**src/rtl/cond_unit.sv**
```systemverilog
`default_nettype none
// ============================================================================
//  Module   : cond_unit
//  Brief    : Registered ARM condition unit. Holds the NZCV flag register,
//             evaluates the condition field against it, gates the decoder
//             write enables and updates the flags per group (N/Z and C/V).
//             Supports stall, flush, explicit flag load and an optional
//             registered output stage (PIPE_OUT).
//             Optional saturating performance counters are built only when
//             the macro COND_UNIT_PERF_CNT_EN is defined.
//  Revision : 1.0 - initial release
// ============================================================================
module cond_unit #(
    parameter int WE_W     = 3,
    parameter int PIPE_OUT = 1,
    parameter int CNT_W    = 16
) (
    input  logic             clk_i,
    input  logic             rst_i,
    input  logic             valid_i,
    input  logic             stall_i,
    input  logic             flush_i,
    input  logic [3:0]       cond_i,
    input  logic [3:0]       alu_flags_i,
    input  logic [1:0]       flag_w_i,
    input  logic [WE_W-1:0]  we_i,
    input  logic             flags_ld_i,
    input  logic [3:0]       flags_ld_data_i,
    output logic [WE_W-1:0]  we_o,
    output logic             cond_o,
    output logic             valid_o,
    output logic [3:0]       flags_o,
    output logic [CNT_W-1:0] exec_cnt_o,
    output logic [CNT_W-1:0] squash_cnt_o
);

    logic [3:0]      r_flags;
    logic            w_n, w_z, w_c, w_v, w_ge;
    logic            w_pass;
    logic            w_accept;
    logic            w_exec;
    logic [WE_W-1:0] w_we;

    assign w_n  = r_flags[3];
    assign w_z  = r_flags[2];
    assign w_c  = r_flags[1];
    assign w_v  = r_flags[0];
    assign w_ge = (w_n == w_v);

    // Condition decode against the registered flags only (no ALU bypass)
    always_comb begin
        w_pass = 1'b0;
        case (cond_i)
            4'b0000: w_pass = w_z;
            4'b0001: w_pass = ~w_z;
            4'b0010: w_pass = w_c;
            4'b0011: w_pass = ~w_c;
            4'b0100: w_pass = w_n;
            4'b0101: w_pass = ~w_n;
            4'b0110: w_pass = w_v;
            4'b0111: w_pass = ~w_v;
            4'b1000: w_pass = w_c & ~w_z;
            4'b1001: w_pass = ~(w_c & ~w_z);
            4'b1010: w_pass = w_ge;
            4'b1011: w_pass = ~w_ge;
            4'b1100: w_pass = ~w_z & w_ge;
            4'b1101: w_pass = ~(~w_z & w_ge);
            4'b1110: w_pass = 1'b1;
            default: w_pass = 1'b0;   // 1111: never executes
        endcase
    end

    assign w_accept = valid_i & ~stall_i & ~flush_i;
    assign w_exec   = w_accept & w_pass;
    assign w_we     = we_i & {WE_W{w_exec}};
    assign flags_o  = r_flags;

    // Flag register: force-load beats instruction update; groups independent
    always_ff @(posedge clk_i or posedge rst_i) begin
        if (rst_i) begin
            r_flags <= 4'b0000;
        end else if (flags_ld_i) begin
            r_flags <= flags_ld_data_i;
        end else begin
            if (w_exec && flag_w_i[1]) begin
                r_flags[3:2] <= alu_flags_i[3:2];
            end
            if (w_exec && flag_w_i[0]) begin
                r_flags[1:0] <= alu_flags_i[1:0];
            end
        end
    end

    generate
        if (PIPE_OUT != 0) begin : g_pipe_out
            logic [WE_W-1:0] r_we;
            logic            r_cond;
            logic            r_valid;

            // Output stage: flush clears, stall holds, otherwise capture
            always_ff @(posedge clk_i or posedge rst_i) begin
                if (rst_i) begin
                    r_we    <= '0;
                    r_cond  <= 1'b0;
                    r_valid <= 1'b0;
                end else if (flush_i) begin
                    r_we    <= '0;
                    r_cond  <= 1'b0;
                    r_valid <= 1'b0;
                end else if (!stall_i) begin
                    r_we    <= w_we;
                    r_cond  <= w_exec;
                    r_valid <= w_accept;
                end
            end

            assign we_o    = r_we;
            assign cond_o  = r_cond;
            assign valid_o = r_valid;
        end else begin : g_comb_out
            assign we_o    = w_we;
            assign cond_o  = w_exec;
            assign valid_o = w_accept;
        end
    endgenerate

`ifdef COND_UNIT_PERF_CNT_EN
    localparam logic [CNT_W-1:0] c_cnt_max = '1;
    localparam logic [CNT_W-1:0] c_cnt_one = {{(CNT_W-1){1'b0}}, 1'b1};

    logic [CNT_W-1:0] r_exec_cnt;
    logic [CNT_W-1:0] r_squash_cnt;

    // Saturating counters of executed and condition-failed instructions
    always_ff @(posedge clk_i or posedge rst_i) begin
        if (rst_i) begin
            r_exec_cnt   <= '0;
            r_squash_cnt <= '0;
        end else begin
            if (w_exec && (r_exec_cnt != c_cnt_max)) begin
                r_exec_cnt <= r_exec_cnt + c_cnt_one;
            end
            if (w_accept && !w_pass && (r_squash_cnt != c_cnt_max)) begin
                r_squash_cnt <= r_squash_cnt + c_cnt_one;
            end
        end
    end

    assign exec_cnt_o   = r_exec_cnt;
    assign squash_cnt_o = r_squash_cnt;
`else
    assign exec_cnt_o   = '0;
    assign squash_cnt_o = '0;
`endif

endmodule
`default_nettype wire

```
**config.mk**
```make
export PLATFORM = sky130hd
export DESIGN_NAME = cond_unit
export DESIGN_NICKNAME = d
export VERILOG_FILES = /design/src/rtl/cond_unit.sv
export SDC_FILE = /design/constraint.sdc
export NUM_CORES = 1
export LEC_CHECK = 0
export ABC_AREA = 1
export CORE_MARGIN = 10
export CORE_UTILIZATION = 36
export CTS_CLUSTER_DIAMETER = 40
export DETAILED_ROUTE_END_ITERATION = 12
export PLACE_DENSITY = 0.79
export SYNTH_ARGS = -nofsm -noshare
export SYNTH_HDL_FRONTEND = slang
export SYNTH_SLANG_ARGS = --single-unit
```
**constraint.sdc**
```tcl
create_clock -name clk_i -period 1.7 [get_ports clk_i]
set_clock_uncertainty 0.05 [all_clocks]
set_input_delay 0.17 -clock clk_i [delete_from_list [all_inputs] [get_ports clk_i]]
set_output_delay 0.17 -clock clk_i [all_outputs]
set_load 0.02 [all_outputs]
```
; ---- Word level (Yosys, flattened, before mapping)
; Cells that the tools add are included.
[totals]
register_bits = 9
latchBits = 0
ram_bits = 0
mem_bits_ro = 0
in_bits = 23
output_inout_bits = 41
elab_cells = 51
memories = 0
[op_classes]
n_addsub = 0
n_mul = 0
div = 0
order_cmp = 0
n_eq_ne = 16
shifts = 0
n_mux = 10
bitwise = 15
reduce_logical = 5
[ops]
columns = operator, count
row1 = == test 4 bit (second input constant), 7
row2 = == test 4 x 3 -> 1 bit (second input constant), 4
row3 = one-hot mux 1 bit (15 select lines), 1
row4 = inverter 1 bit, 9
row5 = == test 4 x 2 -> 1 bit (second input constant), 2
row6 = two-way mux 3 bit, 2
row7 = bitwise AND 1 bit, 5
row8 = == test 4 x 1 -> 1 bit (second input constant), 1
row9 = logical NOT 4 bit, 1
row10 = two-way mux 1 bit, 4
row11 = two-way mux 2 bit, 2
row12 = two-way mux 4 bit, 1
row13 = nonzero test 2 bit, 2
row14 = bitwise AND 3 bit, 1
row15 = logical AND 1 bit, 2
row16 = != test 2 x 1 -> 1 bit (second input constant), 1
row17 = == test 1 bit, 1

; ---- Logic depth before layout (Yosys ltp)
; Gate-level depths: netlist (run 1).
[depth]
depth_word = 8
depth_mapped = 11
mapped_depth_nobuf = 11

; ---- Worst setup path after synthesis (run 1)
; No wires, ideal clock.
[synth_timing]
path_type = reg2reg
start = register r_flags[3], in the netlist flags_o[3]
end = register r_flags[0], in the netlist flags_o[0]
setup_ns = 0.117
arrival_time_ns = 1.313
required_time_ns = 1.533
setup_slack_ns = 0.220
path_stages_with_launch = 12
n_path_buf = 0
period_less_slack_ns = 1.480
path_cell_list = dfrtp_1 inv_1 nand2_1 nand3_1 nand2_1 nand2_2 nor2_4 nand3_4 nand3_2 nand2_1 nand2_1 nand2_1
[synth_between]
elab_chain_cells = 7
word_cells_on_any_way = 9
cone_classes = 1 x eq/ne / 1 x mux / 5 x bitwise / 2 x reduce/logical
[synth_lines]
columns = item, line
row1 = "start, declared", 37  ; logic [3:0] r_flags;
row2 = "start signal, assigned", 83  ; r_flags <= flags_ld_data_i;
row3 = "start signal, assigned", 86  ; r_flags[3:2] <= alu_flags_i[3:2];
row4 = == test 1 bit, 48  ; assign w_ge = (w_n == w_v);
row5 = bitwise AND 1 bit, "66, 67"
row6 = inverter 1 bit, 67  ; 4'b1101: w_pass = ~(~w_z & w_ge);
row7 = one-hot mux 1 bit (15 select lines) *, 53  ; case (cond_i)
row8 = bitwise AND 1 bit *, 74  ; assign w_exec = w_accept & w_pass;
row9 = logical AND 1 bit *, 88  ; if (w_exec && flag_w_i[0]) begin
row10 = nonzero test 2 bit (no line) *, n/a
; Every way passes the cells marked *; elsewhere a longest branch is shown, timed or not.
; A chain may end at the register's enable or synchronous reset.

; ---- Worst setup path after layout (run 1)
[layout_timing]
start = register r_flags[0], in the netlist flags_o[0]
end = output flags_o[0]
[layout_rtl]
columns = item, line
row1 = "start signal, assigned", 83
row2 = "start signal, assigned", 89  ; r_flags[1:0] <= alu_flags_i[1:0];
row3 = "end, declared", 32  ; output logic [3:0] flags_o,
; No word-level cell between the ends.

==> out/qor.tcl, run 1 <==
set qor(run_status) {complete, no violations}
set qor(max-cap-violations) 0
set qor(fp.coreArea_um2) 2520
set qor(ys_seq_area_share_pct) 23.2
set qor(die_area_um2) 5170
set qor(top_delay_family_on_crit_path) {buffers and inverters}
set qor(cp_data_required_time_ns) 1.48
set qor(setup_viol) 0
set qor(cts_buffer_depth) 2
set qor(clock-sinks) 9
set qor(grt_max_degree) 11
set qor(width_of_the_chip_um) 71.9
set qor(drive_above_1_share_pct) 12.6
set qor(place_inst) 209
set qor(drv_slew) 0
set qor(syn_area_per_cell_um2) 6.55
set qor(start_util_pct) 38.4
set qor(layout_commonest_cell) {nand2_1}
set qor(post_cts_buffers) 0
set qor(drt_first_pass_iters) 4
set qor(area.growth.synth_to_final_pct) 26.6
set qor(finalWirelength_mm) 2.39
set qor(clock_insertion_delay_worst_skew_ns) 0.26
set qor(cp_num_buf_inv) 1
set qor(rows) 18
set qor(routedWlPerCell_um) 11.2
set qor(power.leakage_nw) 0.674
set qor(total_power_w) 0.000715
set qor(grt_pass1_vias) 855
set qor(critical-path-max-stage-delay_ns) 0.66
set qor(timing.fmax_mhz) 627
set qor(final_core_utilization_pct) 48.7
set qor(postSynthRegisterBits) 9
set qor(die_h_um) 71.9
set qor(port_buffer_cells) 31
set qor(synth_top_area_cell) {buf_4}
set qor(grt_antenna_before_repair) 0
set qor(ant_nets) 0
set qor(insertedDiodeCount) 0
set qor(sequence_of_cells_on_the_critical_path) {clkdlybuf4s50_1}
set qor(vias_per_cell) 4.12
set qor(grt_usage_pct) 8.49
set qor(root_buffer) {clkbuf_4}
set qor(worst_ep_arrival_time_ns) 1.37
set qor(globalRouteOverflowTotal) 0
set qor(synthDominantCellAreaShare_pct) 24.8
set qor(yosys_warnings) 0
set qor(synth_cell_types) 15
set qor(power-per-cell-area_nw_per_um2) 583
set qor(path_max_fanout) 6
set qor(hold_buffers) 0
set qor(postCtsResizedCells) 0
set qor(finalNonFillerCells) 213
set qor(setup.worst_path.start_class) {flip-flop}
set qor(routed_vias) 878
set qor(route.detailed.drc) 0
set qor(tritoncts_clock_tree) {done}
set qor(detailedPlacementHpwl_mm) 2.14
set qor(clkTransAtPathRegs_ns) 0.06
set qor(final_period_minus_worst_setup_slack_ns) 1.59
set qor(drt_first_iter_violations) 44
set qor(netlist_instances) 148
set qor(tritoncts.num_buffers) 3
set qor(switching_power_w) 0.000280
set qor(sw_frac_of_total_pct) 39.1
set qor(power_report.internal_total_w) 0.000436
set qor(hp-class) {in -> async}
set qor(finalNetCount) 207
set qor(htreeDepth) 1
set qor(cp_slowest_cell) {clkdlybuf4s50_1}
set qor(synth.top_cells.by_area) {buf_4, dfrtp_1, nand2_1, nand3_1, nand2_2}
set qor(final_weighted_congestion_in_routability_driven_placement) 0.820
set qor(finalHoldViolations) 0
set qor(power.clock.fraction_pct) 22.3
set qor(timing.setup.critical_path_class) {reg -> out}
set qor(rrSetupSlack_ns) 0.17
set qor(final_cell_mix) {nand2_1, conb_1, clkdlybuf4s50_1}
set qor(grt_pass1_wl_mm) 3.68
set qor(endpoint_kind) {primary output}
set qor(rsz0062_at_grt) {no}
set qor(combPwrFrac_pct) 42.8
set qor(ioPinCount) 64
set qor(syn_area_um2) 970
set qor(final.period_utilization_pct) 93.8
set qor(seq_power_share_pct) 35.0
set qor(ir_worst_vdd_mv) 0.456
==> power groups by stage <==
stage / Clock (W) / Sequential (W) / Combinational (W)
2_1_floorplan: 0 / 0.000269 / 0.000228
3_3_place_gp: 0 / 0.000254 / 0.000301
3_5_place_dp: 0 / 0.000254 / 0.000303
4_1_cts: 0.000168 / 0.000250 / 0.000304
5_1_grt: 0.000176 / 0.000254 / 0.000335
6_report: 0.000159 / 0.000250 / 0.000306
==> sequential cells by signal (all words and copies together), names as in the netlist <==
register,cells
cond_o,1
flags_o,4
valid_o,1
we_o,3
==> layer usage <==
metal / GRT usage [%] / vias to the layer above / share of wire (%)
met5: 0 / - / 0
met4: 3.23 / 0 / 1.2
met3: 4.08 / 4 / 8.8
met2: 14.2 / 41 / 50
met1: 9.03 / 367 / 40
li1: - / 466 / -
==> path summary, 6_finish.rpt <==
path	depth (start not counted)	from	endpoint
setup / recovery	1	flags_o[0]$_DFFE_PP0P_	flags_o[0]
min in group clk_i	3	we_i[1]	we_o[1]$_DFFE_PP0P_
hold / removal	2	rst_i	cond_o$_DFFE_PP0P_
max in group asynchronous	2	rst_i	flags_o[2]$_DFFE_PP0P_
setup reg to reg	11	flags_o[3]$_DFFE_PP0P_	flags_o[1]$_DFFE_PP0P_
hold reg to reg	2	valid_o$_DFFE_PP0P_	valid_o$_DFFE_PP0P_
==> cells by family (layout without fill, tap and decap cells) <==
| group | count (synthesis) | in the layout | synth area share [%] |
|---|---|---|---|
| DFF | 9 | 9 | 23.2 |
| other | 1 | 32 | 0.387 |
| AOI/OAI and AO/OA | 1 | 1 | 1.68 |
| and+or+nand+nor | 92 | 92 | 44.9 |
| buffers and inverters | 45 | 49 | 29.8 |
==> worst register-to-register path: stages, from the launching register on <==
cell and delay (ns):
dfrtp_1 0.43, inv_1 0.10, nand2_1 0.08, nand3_1 0.08, nand2_1 0.07, nand2_2 0.06, nor2_4 0.13, nand3_4 0.12
nand3_2 0.09, nand2_1 0.07, nand2_1 0.07, nand2_1 0.05
==> cell usage after synthesis (all sizes together) <==
library cell and n:
clkinv 1, nand3 28, a21oi 1, buf 32, dfrtp 9, inv 12, conb 1, nand2 52
nor2 12
==> layout make-up <==
cell class | count | area [um2]
Tap cell | 30 | 37.5
Clock buffer | 4 | 26.3
Sequential cell | 9 | 225
Fill cell | 275 | 1290
Multi-Input combinational cell | 125 | 572
Timing Repair Buffer | 32 | 318
Inverter | 13 | 48.8
==> stage by stage <==
stage                     area [um2]  hold WS (ns)  setup WS, ns  setup TNS, ns
after global placement          1200         0.396       -0.0551         -0.178
after global routing            1230         0.152        0.0329              0
after floorplan                 1090       -0.0521         0.220              0
after detailed placement        1200         0.398       -0.0748         -0.246
final                           1230         0.114         0.106              0
after CTS                       1230         0.118        0.0879              0
No activity file was read; power rests on OpenSTA's default activity.
==> inputs of run 2 (changes only) <==
--- a/config.mk
+++ b/config.mk
@@ -5,12 +5,14 @@
 export SDC_FILE = /design/constraint.sdc
 export NUM_CORES = 1
 export LEC_CHECK = 0
-export ABC_AREA = 1
+export ABC_AREA = 0
 export CORE_MARGIN = 10
-export CORE_UTILIZATION = 36
+export CORE_UTILIZATION = 35
 export CTS_CLUSTER_DIAMETER = 40
 export DETAILED_ROUTE_END_ITERATION = 12
 export PLACE_DENSITY = 0.79
+export SKIP_LAST_GASP = 1
 export SYNTH_ARGS = -nofsm -noshare
 export SYNTH_HDL_FRONTEND = slang
 export SYNTH_SLANG_ARGS = --single-unit
+export TNS_END_PERCENT = 50
==> out/qor.tcl, run 2 <==
set qor(timing.fmax_mhz) 513
set qor(die_area_um2) 5000
set qor(width_of_the_chip_um) 70.7
set qor(ant_nets) 0
set qor(finalHoldViolations) 0
set qor(cp_slowest_cell) {dfrtp_2}
set qor(layout_commonest_cell) {conb_1}
set qor(synth_cell_types) 32
set qor(finalNetCount) 171
set qor(count_of_flip_flops_with_a_built_in_enable_after_synthesis) 0
set qor(grt_antenna_before_repair) 0
set qor(final_critical_path_setup_slack_ns) -0.249
set qor(final_cell_mix) {conb_1, clkdlybuf4s50_1, buf_4}
set qor(tritoncts.num_buffers) 3
set qor(setup_viol) 8
set qor(sequence_of_cells_on_the_critical_path) {buf_4 -> mux2i_4 -> xor2_1 -> o22ai_1 -> a32o_2 -> or2_4 -> a311o_1}
set qor(max-cap-violations) 0
set qor(netlist_instances) 101
set qor(htreeDepth) 1
set qor(drt_first_iter_violations) 10
set qor(syn_area_per_cell_um2) 8.92
set qor(finalNonFillerCells) 177
set qor(detailedPlacementHpwl_mm) 2.15
set qor(run_status) {finished with violations}
set qor(area.growth.synth_to_final_pct) 39.7
set qor(filler_cell_count) 251
set qor(tritoncts_clock_tree) {done}
set qor(yosys_warnings) 0
set qor(final_weighted_congestion_in_routability_driven_placement) 0.747
set qor(port_buffer_cells) 31
set qor(final_period_minus_worst_setup_slack_ns) 1.95
set qor(cell_with_the_most_instances_after_synthesis) {buf_4}
set qor(post_layout_inst_area_um2) 1260
set qor(vias_per_cell) 4.33
set qor(grt_pass1_vias) 857
set qor(rows) 18
set qor(cp_num_buf_inv) 1
set qor(syn_area_um2) 901
set qor(finalHoldWorstSlack_ns) 0.114
set qor(finalWirelength_mm) 2.47
set qor(timing.setup.critical_path_class) {reg -> reg}
set qor(cp_data_required_time_ns) 1.80
set qor(postSynthRegisterBits) 9
set qor(grt_usage_pct) 9.25
set qor(synth_top_flop_cell) {dfrtp_1}
set qor(largest_reg_flops) 4
set qor(synth.top_cells.by_area) {buf_4, dfrtp_1, a311o_1, a22o_2, nand2b_1}
set qor(power.leakage_nw) 0.607
set qor(grt_pass1_wl_mm) 3.86
set qor(place_worst_setup_slack_ns) -0.606
set qor(clock_insertion_delay_worst_skew_ns) 0.27
set qor(power-per-cell-area_nw_per_um2) 630
set qor(postSynth.asyncResetShare_pct) 100
set qor(fp.coreArea_um2) 2480
set qor(route.detailed.drc) 0
set qor(violations) {negative setup slack}
set qor(ioPinCount) 64
set qor(clock-sinks) 9
set qor(path_max_fanout) 8
set qor(ys_seq_area_share_pct) 25.0
set qor(clkTransAtPathRegs_ns) 0.06
set qor(drive_above_1_share_pct) 23.1
set qor(synthDominantCellAreaShare_pct) 26.7
set qor(endpoint_kind) {flip-flop}
set qor(root_buffer) {clkbuf_4}
set qor(insertedDiodeCount) 0
set qor(synth.cells.most_frequent) {buf_4, dfrtp_1, nand2_1, o21ai_0}
set qor(drt_first_pass_iters) 4
set qor(place_inst) 172
set qor(rsz0062_at_grt) {yes}
set qor(start_util_pct) 36.4
set qor(hp-class) {in -> async}
set qor(routed_vias) 767
set qor(routedWlPerCell_um) 14.0
set qor(drv_slew) 0
set qor(cts_buffer_depth) 2
set qor(ir_worst_vdd_mv) 0.440
set qor(worst_ep_arrival_time_ns) 2.05
set qor(hold_buffers) 0
set qor(critical-path-max-stage-delay_ns) 0.43
set qor(synth_top_area_cell) {buf_4}
set qor(setup.worst_path.start_class) {flip-flop}
set qor(place_area_um2) 1190
set qor(globalRouteOverflowTotal) 0
set qor(grt_max_degree) 11
set qor(top_delay_family_on_crit_path) {compound AO/OA/AOI/OAI gates}
set qor(die_h_um) 70.7
set qor(final.period_utilization_pct) 115
[run 2: cell count changes in the layout (fill, tap and decap cells not counted), moves of 5 or more]
cell | before | now
nor2_1 | 8 | 2
nand2_2 | 5 | 0
buf_4 | 1 | 15
nand3_1 | 24 | 2
nand2_1 | 47 | 5
inv_2 | 5 | 0
[run 2: path summary, 6_finish.rpt]
| path | slack, ns | start | to | cells past startpoint |
|---|---|---|---|---|
| setup / recovery | -0.25 | flags_o[3]$_DFFE_PP0P_ | flags_o[0]$_DFFE_PP0P_ | 7 |
| hold / removal | 0.11 | rst_i | we_o[0]$_DFFE_PP0P_ | 2 |
| setup reg to reg | -0.25 | flags_o[3]$_DFFE_PP0P_ | flags_o[0]$_DFFE_PP0P_ | 7 |
| hold reg to reg | 0.45 | cond_o$_DFFE_PP0P_ | cond_o$_DFFE_PP0P_ | 1 |
| max in group asynchronous | 1.21 | rst_i | flags_o[3]$_DFFE_PP0P_ | 2 |
| min in group clk_i | 0.45 | cond_o$_DFFE_PP0P_ | cond_o$_DFFE_PP0P_ | 1 |
[run 2: logic make-up (layout without fill, tap and decap cells)]
kind of cell | count (synthesis) | count (layout) | synth area share [%]
buf+inv | 39 | 54 | 33.1
compound gates | 18 | 18 | 16.3
other cells | 1 | 32 | 0.416
flops | 9 | 9 | 25.0
xor+xnor | 4 | 4 | 3.89
mux | 3 | 3 | 4.72
simple gates | 27 | 27 | 16.7
[run 2: where the power goes]
part           total [W]  internal, W  switching [W]
sequential      0.000257     0.000235      0.0000212
combinational   0.000366     0.000179       0.000186
clock           0.000171    0.0000873      0.0000837
total           0.000793     0.000502       0.000291
[run 2: final cells by class]
class / instances / area [um2] / share of cell area (%)
inverter: 3 / 11.3 / 0.895
multi-input combinational: 84 / 520 / 41.4
sequential: 9 / 229 / 18.2
tap: 30 / 37.5 / 2.98
timing repair buffer: 47 / 433 / 34.4
clock inverter: 1 / 5.00 / 0.398
clock buffer: 3 / 22.5 / 1.79
[run 2: routing by layer]
metal  share of wire [%]  track usage (%)  up-vias
met5                   0                0        -
met4                 1.6             4.52        0
met3                  15             6.56        5
met2                  50             15.7       44
met1                  33             8.05      345
li1                    -                -      373
[run 2: metrics by stage]
stage	TNS, ns	power, W	utilization (%)
2_1_floorplan	-1.31	0.000510	-
3_3_place_gp	-4.32	0.000599	48.2
3_5_place_dp	-4.68	0.000606	48.2
4_1_cts	-1.78	0.000795	50.5
5_1_grt	-2.33	0.000843	50.8
6_report	-1.82	0.000793	50.8
[run 2: what timing repair did]
item / CTS / global route
setup endpoints to repair: 8 / 8
pin swaps: 2 / 2
buffers inserted: 1 / 0
gates resized for setup: 5 / 2
endpoints found under the hold margin: 0 / 0
==> inputs of run 3 (changes only) <==
--- a/config.mk
+++ b/config.mk
@@ -11,6 +11,7 @@
 export CTS_CLUSTER_DIAMETER = 40
 export DETAILED_ROUTE_END_ITERATION = 12
 export PLACE_DENSITY = 0.79
+export SETUP_SLACK_MARGIN = 0.02
 export SKIP_LAST_GASP = 1
 export SYNTH_ARGS = -nofsm -noshare
 export SYNTH_HDL_FRONTEND = slang
==> results of run 3 <==
Same layout as run 2: the final DEF is identical, and so are final timing and power.
